### src/rtl/code_lock_pkg.sv
// Shared types and helpers for the parametrised keypad code lock.
// Latency: none (types, constants and an elaboration-time function only).
// Backpressure: not applicable.
package code_lock_pkg;

  // Lock controller states
  typedef enum logic [2:0] {
    IDLE,
    ENTRY,
    PASS,
    FAIL,
    INVALID,
    LOCKOUT
  } state_t;

  // Result codes driven on the status port
  localparam logic [1:0] ST_NONE = 2'b00;
  localparam logic [1:0] ST_PASS = 2'b01;
  localparam logic [1:0] ST_FAIL = 2'b10;
  localparam logic [1:0] ST_INV  = 2'b11;

  // Ceiling log2, never below 1 so every derived bus keeps at least one bit
  function automatic int clog2(input int value);
    int r;
    r = 0;
    for (int i = 0; i < 31; i++) begin
      if ((1 << i) < value) r = i + 1;
    end
    return (r < 1) ? 1 : r;
  endfunction

endpackage

### src/rtl/code_lock_timer.sv
// Loadable down-counter shared by the entry-timeout, result-hold and lockout phases.
// Latency: load takes effect on the next edge; expired is a decode of the count register.
// Backpressure: none; load always wins over the decrement, the count parks at zero.
module code_lock_timer #(
  parameter int W = 8
) (
  input  logic         clk,
  input  logic         clr,
  input  logic         load,
  input  logic [W-1:0] value,
  output logic         expired
);

  logic [W-1:0] cnt_q;

  // Reload on request, otherwise count down and hold at zero
  always_ff @(posedge clk or posedge clr) begin
    if (clr) begin
      cnt_q <= '0;
    end else if (load) begin
      cnt_q <= value;
    end else if (cnt_q != '0) begin
      cnt_q <= cnt_q - 1'b1;
    end
  end

  assign expired = (cnt_q == '0);

endmodule

### src/rtl/code_lock_param.sv
// Keypad code lock: CODE_LEN-digit compare, timed result hold, lockout after MAX_TRIES misses.
// Latency: every output is registered and updates on the edge that samples the strobe.
// Backpressure: none; strobes arriving in result or lockout states are dropped.
module code_lock_param
  import code_lock_pkg::*;
#(
  parameter int                          DIGIT_W     = 4,
  parameter int                          CODE_LEN    = 3,
  parameter logic [CODE_LEN*DIGIT_W-1:0] CODE        = 12'hCCD,
  parameter int                          MAX_TRIES   = 3,
  parameter int                          TIMEOUT_CYC = 1000,
  parameter int                          HOLD_CYC    = 100,
  parameter int                          LOCKOUT_CYC = 5000,
  localparam int                         DCW         = clog2(CODE_LEN + 2),
  localparam int                         FCW         = clog2(MAX_TRIES + 1)
) (
  input  logic               clk,
  input  logic               clr,
  input  logic [DIGIT_W-1:0] digit_in,
  input  logic               digit_valid,
  input  logic               enter,
  output logic [1:0]         status,
  output logic               unlock,
  output logic               locked_out,
  output logic [DCW-1:0]     digit_cnt,
  output logic [FCW-1:0]     fail_cnt
);

  localparam int TMAX0 = (TIMEOUT_CYC > HOLD_CYC) ? TIMEOUT_CYC : HOLD_CYC;
  localparam int TMAX  = (TMAX0 > LOCKOUT_CYC) ? TMAX0 : LOCKOUT_CYC;
  localparam int TW    = clog2(TMAX + 1);

  // A phase lasting N cycles loads N-1 so the exit fires on the Nth edge
  localparam logic [TW-1:0]  T_TIMEOUT = TW'(TIMEOUT_CYC - 1);
  localparam logic [TW-1:0]  T_HOLD    = TW'(HOLD_CYC - 1);
  localparam logic [TW-1:0]  T_LOCK    = TW'(LOCKOUT_CYC - 1);
  localparam logic [DCW-1:0] LEN_D     = DCW'(CODE_LEN);
  localparam logic [DCW-1:0] OVR_D     = DCW'(CODE_LEN + 1);
  localparam logic [FCW-1:0] MAX_F     = FCW'(MAX_TRIES);

  state_t         state_q, state_d;
  logic [DCW-1:0] dcnt_q, dcnt_d;
  logic [FCW-1:0] fail_q, fail_d;
  logic           mism_q, mism_d;
  logic [1:0]     status_q, status_d;
  logic           unlock_q, unlock_d;
  logic           lock_q, lock_d;

  logic           tmr_load;
  logic [TW-1:0]  tmr_val;
  logic           tmr_exp;

  logic [DCW-1:0]     dig_idx;
  logic [DIGIT_W-1:0] exp_dig;
  logic               dig_ne;
  logic [FCW-1:0]     fail_inc;

  code_lock_timer #(
    .W(TW)
  ) u_timer (
    .clk     (clk),
    .clr     (clr),
    .load    (tmr_load),
    .value   (tmr_val),
    .expired (tmr_exp)
  );

  // Pick the expected code digit for the position about to be entered (first digit is the MSB)
  always_comb begin
    dig_idx = (state_q == ENTRY) ? dcnt_q : '0;
    exp_dig = '0;
    for (int i = 0; i < CODE_LEN; i++) begin
      if (dig_idx == DCW'(i)) exp_dig = CODE[(CODE_LEN-1-i)*DIGIT_W +: DIGIT_W];
    end
    dig_ne   = (digit_in != exp_dig);
    fail_inc = (fail_q == MAX_F) ? fail_q : fail_q + 1'b1;
  end

  // Next-state, attempt bookkeeping, timer reloads and registered output decode
  always_comb begin
    state_d  = state_q;
    dcnt_d   = dcnt_q;
    mism_d   = mism_q;
    fail_d   = fail_q;
    tmr_load = 1'b0;
    tmr_val  = '0;

    case (state_q)
      IDLE: begin
        // Enter outranks a coincident digit: an empty submission
        if (enter) begin
          state_d  = INVALID;
          fail_d   = fail_inc;
          tmr_load = 1'b1;
          tmr_val  = T_HOLD;
        end else if (digit_valid) begin
          state_d  = ENTRY;
          dcnt_d   = DCW'(1);
          mism_d   = dig_ne;
          tmr_load = 1'b1;
          tmr_val  = T_TIMEOUT;
        end
      end

      ENTRY: begin
        if (enter) begin
          tmr_load = 1'b1;
          tmr_val  = T_HOLD;
          // Short and overlong attempts both miss the exact length
          if (dcnt_q != LEN_D) begin
            state_d = INVALID;
            fail_d  = fail_inc;
          end else if (!mism_q) begin
            state_d = PASS;
            fail_d  = '0;
          end else begin
            state_d = FAIL;
            fail_d  = fail_inc;
          end
        end else if (digit_valid) begin
          tmr_load = 1'b1;
          tmr_val  = T_TIMEOUT;
          // Mismatches accumulate silently so the failing position is never exposed
          if (dcnt_q < LEN_D) begin
            mism_d = mism_q | dig_ne;
            dcnt_d = dcnt_q + 1'b1;
          end else begin
            dcnt_d = OVR_D;
          end
        end else if (tmr_exp) begin
          // Abandoned attempt: discard quietly, the fail count is untouched
          state_d = IDLE;
          dcnt_d  = '0;
          mism_d  = 1'b0;
        end
      end

      PASS, FAIL, INVALID: begin
        if (tmr_exp) begin
          if (fail_q == MAX_F) begin
            state_d  = LOCKOUT;
            tmr_load = 1'b1;
            tmr_val  = T_LOCK;
          end else begin
            state_d = IDLE;
            dcnt_d  = '0;
            mism_d  = 1'b0;
          end
        end
      end

      LOCKOUT: begin
        if (tmr_exp) begin
          state_d = IDLE;
          fail_d  = '0;
          dcnt_d  = '0;
          mism_d  = 1'b0;
        end
      end

      default: begin
        state_d = IDLE;
        dcnt_d  = '0;
        mism_d  = 1'b0;
      end
    endcase

    status_d = ST_NONE;
    unlock_d = 1'b0;
    lock_d   = 1'b0;
    case (state_d)
      PASS: begin
        status_d = ST_PASS;
        unlock_d = 1'b1;
      end
      FAIL:    status_d = ST_FAIL;
      INVALID: status_d = ST_INV;
      LOCKOUT: begin
        status_d = ST_FAIL;
        lock_d   = 1'b1;
      end
      default: status_d = ST_NONE;
    endcase
  end

  // State and output registers, cleared asynchronously
  always_ff @(posedge clk or posedge clr) begin
    if (clr) begin
      state_q  <= IDLE;
      dcnt_q   <= '0;
      mism_q   <= 1'b0;
      fail_q   <= '0;
      status_q <= ST_NONE;
      unlock_q <= 1'b0;
      lock_q   <= 1'b0;
    end else begin
      state_q  <= state_d;
      dcnt_q   <= dcnt_d;
      mism_q   <= mism_d;
      fail_q   <= fail_d;
      status_q <= status_d;
      unlock_q <= unlock_d;
      lock_q   <= lock_d;
    end
  end

  assign status     = status_q;
  assign unlock     = unlock_q;
  assign locked_out = lock_q;
  assign digit_cnt  = dcnt_q;
  assign fail_cnt   = fail_q;

endmodule

### config.mk
export PLATFORM = sky130hd
export DESIGN_NAME = code_lock_param
export DESIGN_NICKNAME = d
export VERILOG_FILES = /design/src/rtl/code_lock_pkg.sv /design/src/rtl/code_lock_timer.sv /design/src/rtl/code_lock_param.sv
export SDC_FILE = /design/constraint.sdc
export NUM_CORES = 1
export LEC_CHECK = 0
export CORE_ASPECT_RATIO = 1.1
export CORE_UTILIZATION = 50
export CTS_CLUSTER_SIZE = 20
export DETAILED_ROUTE_END_ITERATION = 8
export PLACE_DENSITY = 0.74
export SETUP_SLACK_MARGIN = 0.2
export SYNTH_ARGS = -nofsm -noshare
export SYNTH_HDL_FRONTEND = slang
export SYNTH_SLANG_ARGS = --single-unit
export TNS_END_PERCENT = 100
### constraint.sdc
create_clock -name clk -period 5.39 [get_ports clk]
set_input_delay 1.078 -clock clk [delete_from_list [all_inputs] [get_ports clk]]
set_output_delay 1.078 -clock clk [all_outputs]
set_load 0.1 [all_outputs]
**Word level (Yosys, flattened, before mapping)**

Cells that the tools add are included.
W data, S select, Z words.

- Word-level logic and storage cells: 102
- Memory bits (read-only): 0
- Memory bits (writable): 0
- Register bits: 26
- Latch bits: 0
- Output and inout port bits: 9
- Bits of input ports: 8
- Memories kept: 0

- Add/subtract/negate cells: 3
- $lt $le $gt $ge: 1
- Bitwise operators: 1
- Shift operators: 0
- Multiplexer cells: 54
- Div/mod/pow operators: 0
- $mul: 0
- Eq/ne operators: 23
- Reduce and logical (&&, ||, !) cells: 12

Operator list:

| cell | count |
|---|---|
| $mux W13 | 4 |
| $mux W3 | 17 |
| $pmux W13 S2 | 1 |
| $pmux W3 S4 | 2 |
| $mux W10 | 2 |
| $ne A2 B2 Y1 const B | 8 |
| $eq A3 B2 Y1 const B | 5 |
| $mux W1 | 15 |
| $logic_not A13 Y1 | 1 |
| $reduce_bool A13 Y1 | 1 |
| $sub A13 B1 Y13 const B | 1 |
| $eq A3 B3 Y1 const B | 4 |
| $mux W2 | 6 |
| $mux W4 | 3 |
| $pmux W2 S3 | 2 |
| $eq A3 B1 Y1 const B | 2 |
| $logic_not A3 Y1 | 2 |
| $ne A3 B2 Y1 const B | 2 |
| $reduce_and A6 Y1 | 1 |
| $reduce_and A5 Y1 | 1 |
| $ne A4 B4 Y1 | 1 |
| $pmux W1 S4 | 1 |
| $reduce_and A4 Y1 | 1 |
| $reduce_or A2 Y1 | 2 |
| 9 further kinds | 9 |

**Logic depth before layout (Yosys ltp)**

Gate-level depths: netlist (run 1).

- Depth after elaboration: 12
- Mapped depth: 8

**Modules after synthesis**

A second synthesis (run 1) with hierarchy kept.

- Cells, all modules: 181
- Area, all modules: 1715.4 um^2

By module, submodules not included:

| module | area each (um^2) | cells an instance | times used | sequential area each (um^2) |
|---|---|---|---|---|
| code_lock_param | 904.6 | 100 | 1 | 325.3 |
| code_lock_timer | 810.8 | 81 | 1 | 325.3 |

**Worst setup path after synthesis (run 1)**

No wires, ideal clock.

- Path type: input-to-reg
- Start point: in enter
- End point: reg u_timer.cnt_q[8]
- Data required time: 5263 ps
- Arrival: 2145 ps
- Setup time: 127 ps
- Stages: 5
- Path slack: 3118 ps
- Path through: clkbuf_1 o21ai_1 and3_2 a21oi_1 o2bb2a_1

- Cells in the longest elaborated chain, start to end: 3

RTL lines:

| what | line | text |
|---|---|---|
| start, declared | code_lock_param.sv:21 | `input logic enter,` |
| $mux W10 or $mux W1 (tied branches) | code_lock_param.sv:106, code_lock_param.sv:91 |  |
| $pmux W13 S2 or $pmux W1 S2 (tied branches) | code_lock_param.sv:88 | `case (state_q)` |
| $mux W13 or $reduce_bool A2 Y1 (tied branches) | -- |  |
| end signal, assigned | code_lock_timer.sv:21 | `cnt_q <= value;` |
| end signal, assigned | code_lock_timer.sv:23 | `cnt_q <= cnt_q - 1'b1;` |
| end, declared | code_lock_timer.sv:14 | `logic [W-1:0] cnt_q;` |

Several ways; a longest one is shown, not always the timed one.
A chain may end at the register's enable or synchronous reset.

**Final worst setup path (run 1)**

- Start point: reg dcnt_q[1], in the netlist digit_cnt[1]
- End point: out digit_cnt[1]

RTL lines:

| what | line | text |
|---|---|---|
| start, declared | code_lock_param.sv:42 | `logic [DCW-1:0] dcnt_q, dcnt_d;` |
| start signal, assigned | code_lock_param.sv:198 | `dcnt_q <= dcnt_d;` |
| end, declared | code_lock_param.sv:25 | `output logic [DCW-1:0] digit_cnt,` |

No word-level cell between the ends.

==> impl_metrics.tcl, run 1 <==
set metrics [dict create \
    core_area_um2 2850 \
    synthCells 174 \
    clock_latency_ns 0.32 \
    crit_buf_inv 1 \
    syn_nets 185 \
    crit_arrival_ns 1.97 \
    yosysTopAreaCell "dfrtp_1" \
    crit_path_max_incr_delay_ns 1.17 \
    fmax_mhz 328 \
    path_class "reg2out" \
    period_share_pct 56.5 \
    postCtsSetupBuffers 0 \
    finalHoldViolCount 0 \
    drive_above_1_share_pct 5.35 \
    wl_per_cell_um 14.6 \
    tightest_slew_ns 0.968 \
    async_flop_share_pct 100 \
    combPwrFrac_pct 52.6 \
    synth_flop_cell "dfrtp_1" \
    grt_pass1_wl_um 5320 \
    ant_nets 0 \
    dp.cells 216 \
    synth_area_um2 1550 \
    vias 1320 \
    cp_max_fo 6 \
    ios 17 \
    critPathSlowestCell "clkdlybuf4s50_1" \
    drtPass1Iterations 6 \
    cts_tree "built" \
    clkTransAtPathRegs_ns 0.14 \
    n_antenna_cell 0 \
    initialDrtViolationCount 43 \
    yosysTopAreaCellShare_pct 42.1 \
    row_count 20 \
    finalWeightedCongestion 0.869 \
    synth_commonest_cells "dfrtp_1, nor2_1, nand2_1" \
    wirelength_um 3220 \
    seq_area_frac_synth_pct 42.1 \
    finalNonFillerCells 220 \
    postCtsHoldBufs 0 \
    yosysWarnings 0 \
    ir_drop_mv 0.455 \
    slew_headroom_pct 35.3 \
    numPortBuffers 16 \
    p_per_area_nw_per_um2 604 \
    syn_area_per_cell_um2 8.88 \
    critPathLaunchType "flop" \
    grt_use_total_pct 22.3 \
    rsz0062_at_grt "no" \
    status "complete, no violations" \
    cts_root_buf "clkbuf_4" \
    htreeDepth 1 \
    synth_cell_types 45 \
    start_util_pct 54.2 \
    synth.most_common_cell "dfrtp_1" \
    clock_sinks 26 \
    cpLargestDelayFamily "buffers and inverters" \
    via_per_inst 6.00 \
    synth_edf_count 0 \
    layout.nets 199 \
    finClkSkew_ns 0.00493 \
    grt_overflow 0 \
    cts_buffers 3 \
    ctsResizeCount 0 \
    grt_start_max_net_pins 27 \
    drc 0 \
    seq_power_share_pct 34.9 \
    fp.dieH_um 60.3 \
    hpwl_um 2240 \
    cts_buffer_depth 2 \
    power.internal_mw 0.530 \
    die_x_um 55.0 \
    end_kind "output port" \
    die_area_um2 3320 \
    final.setup.tns_ns 0 \
    slew_viol_final 0 \
    p_leak_nw 0.737 \
    grt_pass1_vias 1223 \
    switching_share_pct 50.3 \
    final.min_clock_period_ns 3.05 \
    area_growth_pct 14.1 \
    antenna_found_initial 0 \
    clkPwrFrac_pct 12.5 \
    synth.area.top_cells "dfrtp_1, nor2_1, a21oi_1" \
    r2r_slack_ns 2.88 \
    setup_violations 0 \
    min_path_type "reg2reg" \
    max_cap_viol_count 0 \
    p_sw_mw 0.536 \
    synth_seq_cells 26 \
    required_ns 4.31 \
    finish.utilization_pct 61.8 \
    path_cells "clkdlybuf4s50_1" \
]
## placed cells by master, fill, tap and decap left out, types with 4 or more instances in the layout
cell type        synthesis  layout
xor2_1                   4       4
nor2_1                  22      22
dfrtp_1                 26      26
nand2b_1                 4       4
clkdlybuf4s50_1          0      16
nand2_1                 15      15
or3_1                    4       4
o21ai_0                 11      11
o31ai_1                  4       4
nand3_1                  6       6
a21oi_1                 12      12
inv_1                    8       8
xnor2_1                  4       4
## final timing paths
check | end | depth (start not counted) | startpoint
max in group asynchronous | u_timer.cnt_q[2] | 2 | clr
max reg2reg | fail_cnt[0] | 7 | u_timer.cnt_q[0]
max | digit_cnt[1] | 1 | digit_cnt[1]
min in group asynchronous | u_timer.cnt_q[11] | 2 | clr
min reg2reg | u_timer.cnt_q[12] | 1 | u_timer.cnt_q[12]
min | u_timer.cnt_q[12] | 1 | u_timer.cnt_q[12]
## cell type report
cell class / count / area [µm²]
clock buffers: 3 / 22.5
well taps: 33 / 41.3
repair buffers: 16 / 160
multi-input cells: 133 / 828
inverters: 8 / 30.0
flip-flops and latches: 26 / 651
clock inverters: 1 / 30.0
fillers: 257 / 1090
## registers in the layout (all words and copies together), names as in the netlist
signal and flops:
digit_cnt 3, fail_cnt 2, locked_out 1, mism_q 1, state_q 3, status 2, u_timer.cnt_q 13, unlock 1
## power by group through the flow
stage	registers (mW)	clock network (mW)	logic, mW
floorplan	0.531	0	0.278
global placement	0.368	0	0.552
detailed placement	0.374	0	0.559
CTS	0.370	0.138	0.563
global route	0.382	0.143	0.609
finish	0.372	0.133	0.560
## per-stage QoR
stage | setup slack, ns | power, mW | cell area [µm²] | hold slack [ns]
final | 2.34 | 1.07 | 1760 | 0.507
after global routing | 2.30 | 1.13 | 1760 | 0.511
after CTS | 2.34 | 1.07 | 1760 | 0.502
after detailed placement | 2.48 | 0.933 | 1710 | 0.479
after global placement | 2.56 | 0.920 | 1710 | 0.484
after floorplan | 3.12 | 0.809 | 1550 | 0.452
## metal layers
metal	up-vias	global-route usage, %	routed length [µm]
met3	2	2.54	125
met2	32	37.5	1620
met5	-	0	0
met1	640	28.4	1460
li1	646	-	-
met4	0	10.0	21
## cells by family (layout without fill, tap and decap cells)
family	count (synthesis)	count (layout)	synth area share (%)
compound gates	45	45	19.3
flops	26	26	42.1
buf+inv	15	28	4.29
mux	3	3	2.02
fa+ha+maj	3	3	2.43
simple gates	74	74	25.3
xor+xnor	8	8	4.53
No activity file was read; power rests on OpenSTA's default activity.
==> run 2, diff against run 1 <==
==> constraint.sdc (replaced) <==
create_clock -name clk -period 3.15 [get_ports clk]
set_input_delay 0.63 -clock clk [delete_from_list [all_inputs] [get_ports clk]]
set_output_delay 0.63 -clock clk [all_outputs]
set_load 0.1 [all_outputs]
==> impl_metrics.tcl, run 2 (synthesis results as in run 1) <==
set metrics [dict create \
    p_leak_nw 0.740 \
    via_per_inst 6.00 \
    postCtsHoldBufs 0 \
    status "complete, no violations" \
    final_cell_mix "dfrtp_1, nor2_1, nand2_1" \
    p_sw_mw 0.923 \
    clkTransAtPathRegs_ns 0.13 \
    grt_pass1_vias 1307 \
    n_antenna_cell 0 \
    grt_pass1_wl_um 5640 \
    slew_headroom_pct 34.5 \
    row_count 20 \
    tightest_slew_ns 0.981 \
    initialDrtViolationCount 32 \
    htreeDepth 1 \
    fmax_mhz 417 \
    top_register "u_timer.cnt_q" \
    cp_max_fo 12 \
    path_class "reg2reg" \
    finClkSkew_ns 0.0167 \
    drtPass1Iterations 4 \
    postCtsSetupBuffers 0 \
    critPathSlowestCell "and4_1" \
    seq_power_share_pct 36.4 \
    crit_arrival_ns 2.61 \
    grt_use_total_pct 23.3 \
    max_cap_viol_count 0 \
    period_share_pct 76.2 \
    required_ns 3.36 \
    final.min_clock_period_ns 2.40 \
    min_path_type "reg2reg" \
    ir_drop_mv 0.876 \
    finalWeightedCongestion 0.849 \
    layout_commonest_cell "dfrtp_1" \
    ios 17 \
    crit_path_max_incr_delay_ns 0.55 \
    numPortBuffers 16 \
    switching_share_pct 52.6 \
    ant_nets 0 \
    critPathLaunchType "flop" \
    cts_buffers 3 \
    cts_root_buf "clkbuf_4" \
    r2r_slack_ns 0.75 \
    slew_viol_final 0 \
    die_area_um2 3320 \
    fp.dieH_um 60.3 \
    combPwrFrac_pct 53.9 \
    layout.nets 199 \
    start_util_pct 54.2 \
    power.internal_mw 0.831 \
    ctsResizeCount 0 \
    clkPwrFrac_pct 9.7 \
    wirelength_um 3240 \
    post-place-ws_ns 0.731 \
    rsz0062_at_grt "no" \
    finalHoldViolCount 0 \
    drc 0 \
    vias 1320 \
    core_area_um2 2850 \
    hpwl_um 2390 \
    grt_start_max_net_pins 27 \
    cts_buffer_depth 2 \
    clock_sinks 26 \
    wl_per_cell_um 14.7 \
    largest_reg_flops 13 \
    grt_overflow 0 \
    post-route-worst-setup-slack_ns 0.751 \
    area_growth_pct 11.6 \
    setup_violations 0 \
    clock_latency_ns 0.33 \
    drive_above_1_share_pct 10.2 \
    cts_tree "built" \
    end_kind "flop" \
    die_x_um 55.0 \
    path_cells "inv_1 > ha_1 > nor4b_4 > and4_1 > a31oi_1 > nor2_1 > mux2_2" \
    antenna_found_initial 0 \
    p_per_area_nw_per_um2 1020 \
    final.setup.tns_ns 0 \
]
-- run 2: cell types whose count changed in the layout (fill, tap and decap cells not counted) --
cell	previous run	this run
bufinv_16	1	0
clkdlybuf4s50_1	16	7
clkbuf_8	0	1
buf_4	0	9
-- run 2: area by class of cell --
cell class	count	area [µm²]
repair buffers	16	138
fillers	250	1130
well taps	33	41.3
inverters	8	30.0
flip-flops and latches	26	651
clock buffers	4	36.3
multi-input cells	133	828
-- run 2: final timing paths --
kind                                        start  cells after the start                end
worst max-delay path             u_timer.cnt_q[0]                      7        fail_cnt[0]
worst min-delay path            u_timer.cnt_q[12]                      1  u_timer.cnt_q[12]
worst max register to register   u_timer.cnt_q[0]                      7        fail_cnt[0]
worst min register to register  u_timer.cnt_q[12]                      1  u_timer.cnt_q[12]
max in group asynchronous                     clr                      2   u_timer.cnt_q[1]
min in group asynchronous                     clr                      2       digit_cnt[2]
-- run 2: power by group through the flow --
stage	Clock (mW)	Combinational, mW	Sequential, mW
floorplan	0	0.477	0.908
finish	0.171	0.946	0.638
CTS	0.177	0.952	0.636
detailed placement	0	0.948	0.644
global placement	0	0.933	0.633
global route	0.189	1.03	0.659
-- run 2: metal layers --
metal | GRT usage, % | routed length [µm] | vias to the layer above | share of wire, %
met2 | 40.4 | 1600 | 33 | 50
met3 | 2.29 | 118 | 4 | 3.6
li1 | - | - | 650 | -
met5 | 0 | 0 | - | 0
met1 | 28.9 | 1480 | 633 | 46
met4 | 10.0 | 31 | 0 | 0.96
-- run 2: critical path: cells and delay by family, from the launching register on --
family | cells | cell delay [ns]
buffers and inverters | 1 | 0.10
AOI/OAI and AO/OA | 1 | 0.17
muxes | 1 | 0.35
DFF | 1 | 0.42
adders and majority gates | 1 | 0.20
and+or+nand+nor | 3 | 1.06
-- run 2: metrics by stage --
stage	total power [mW]	util, %	cell area [µm²]	hold slack (ns)	cells
detailed placement	1.59	59.2	1690	0.498	216
CTS	1.76	60.4	1720	0.517	220
global route	1.88	60.4	1720	0.533	220
floorplan	1.38	-	1550	0.452	174
finish	1.75	60.4	1720	0.516	220
global placement	1.57	59.2	1690	0.485	216
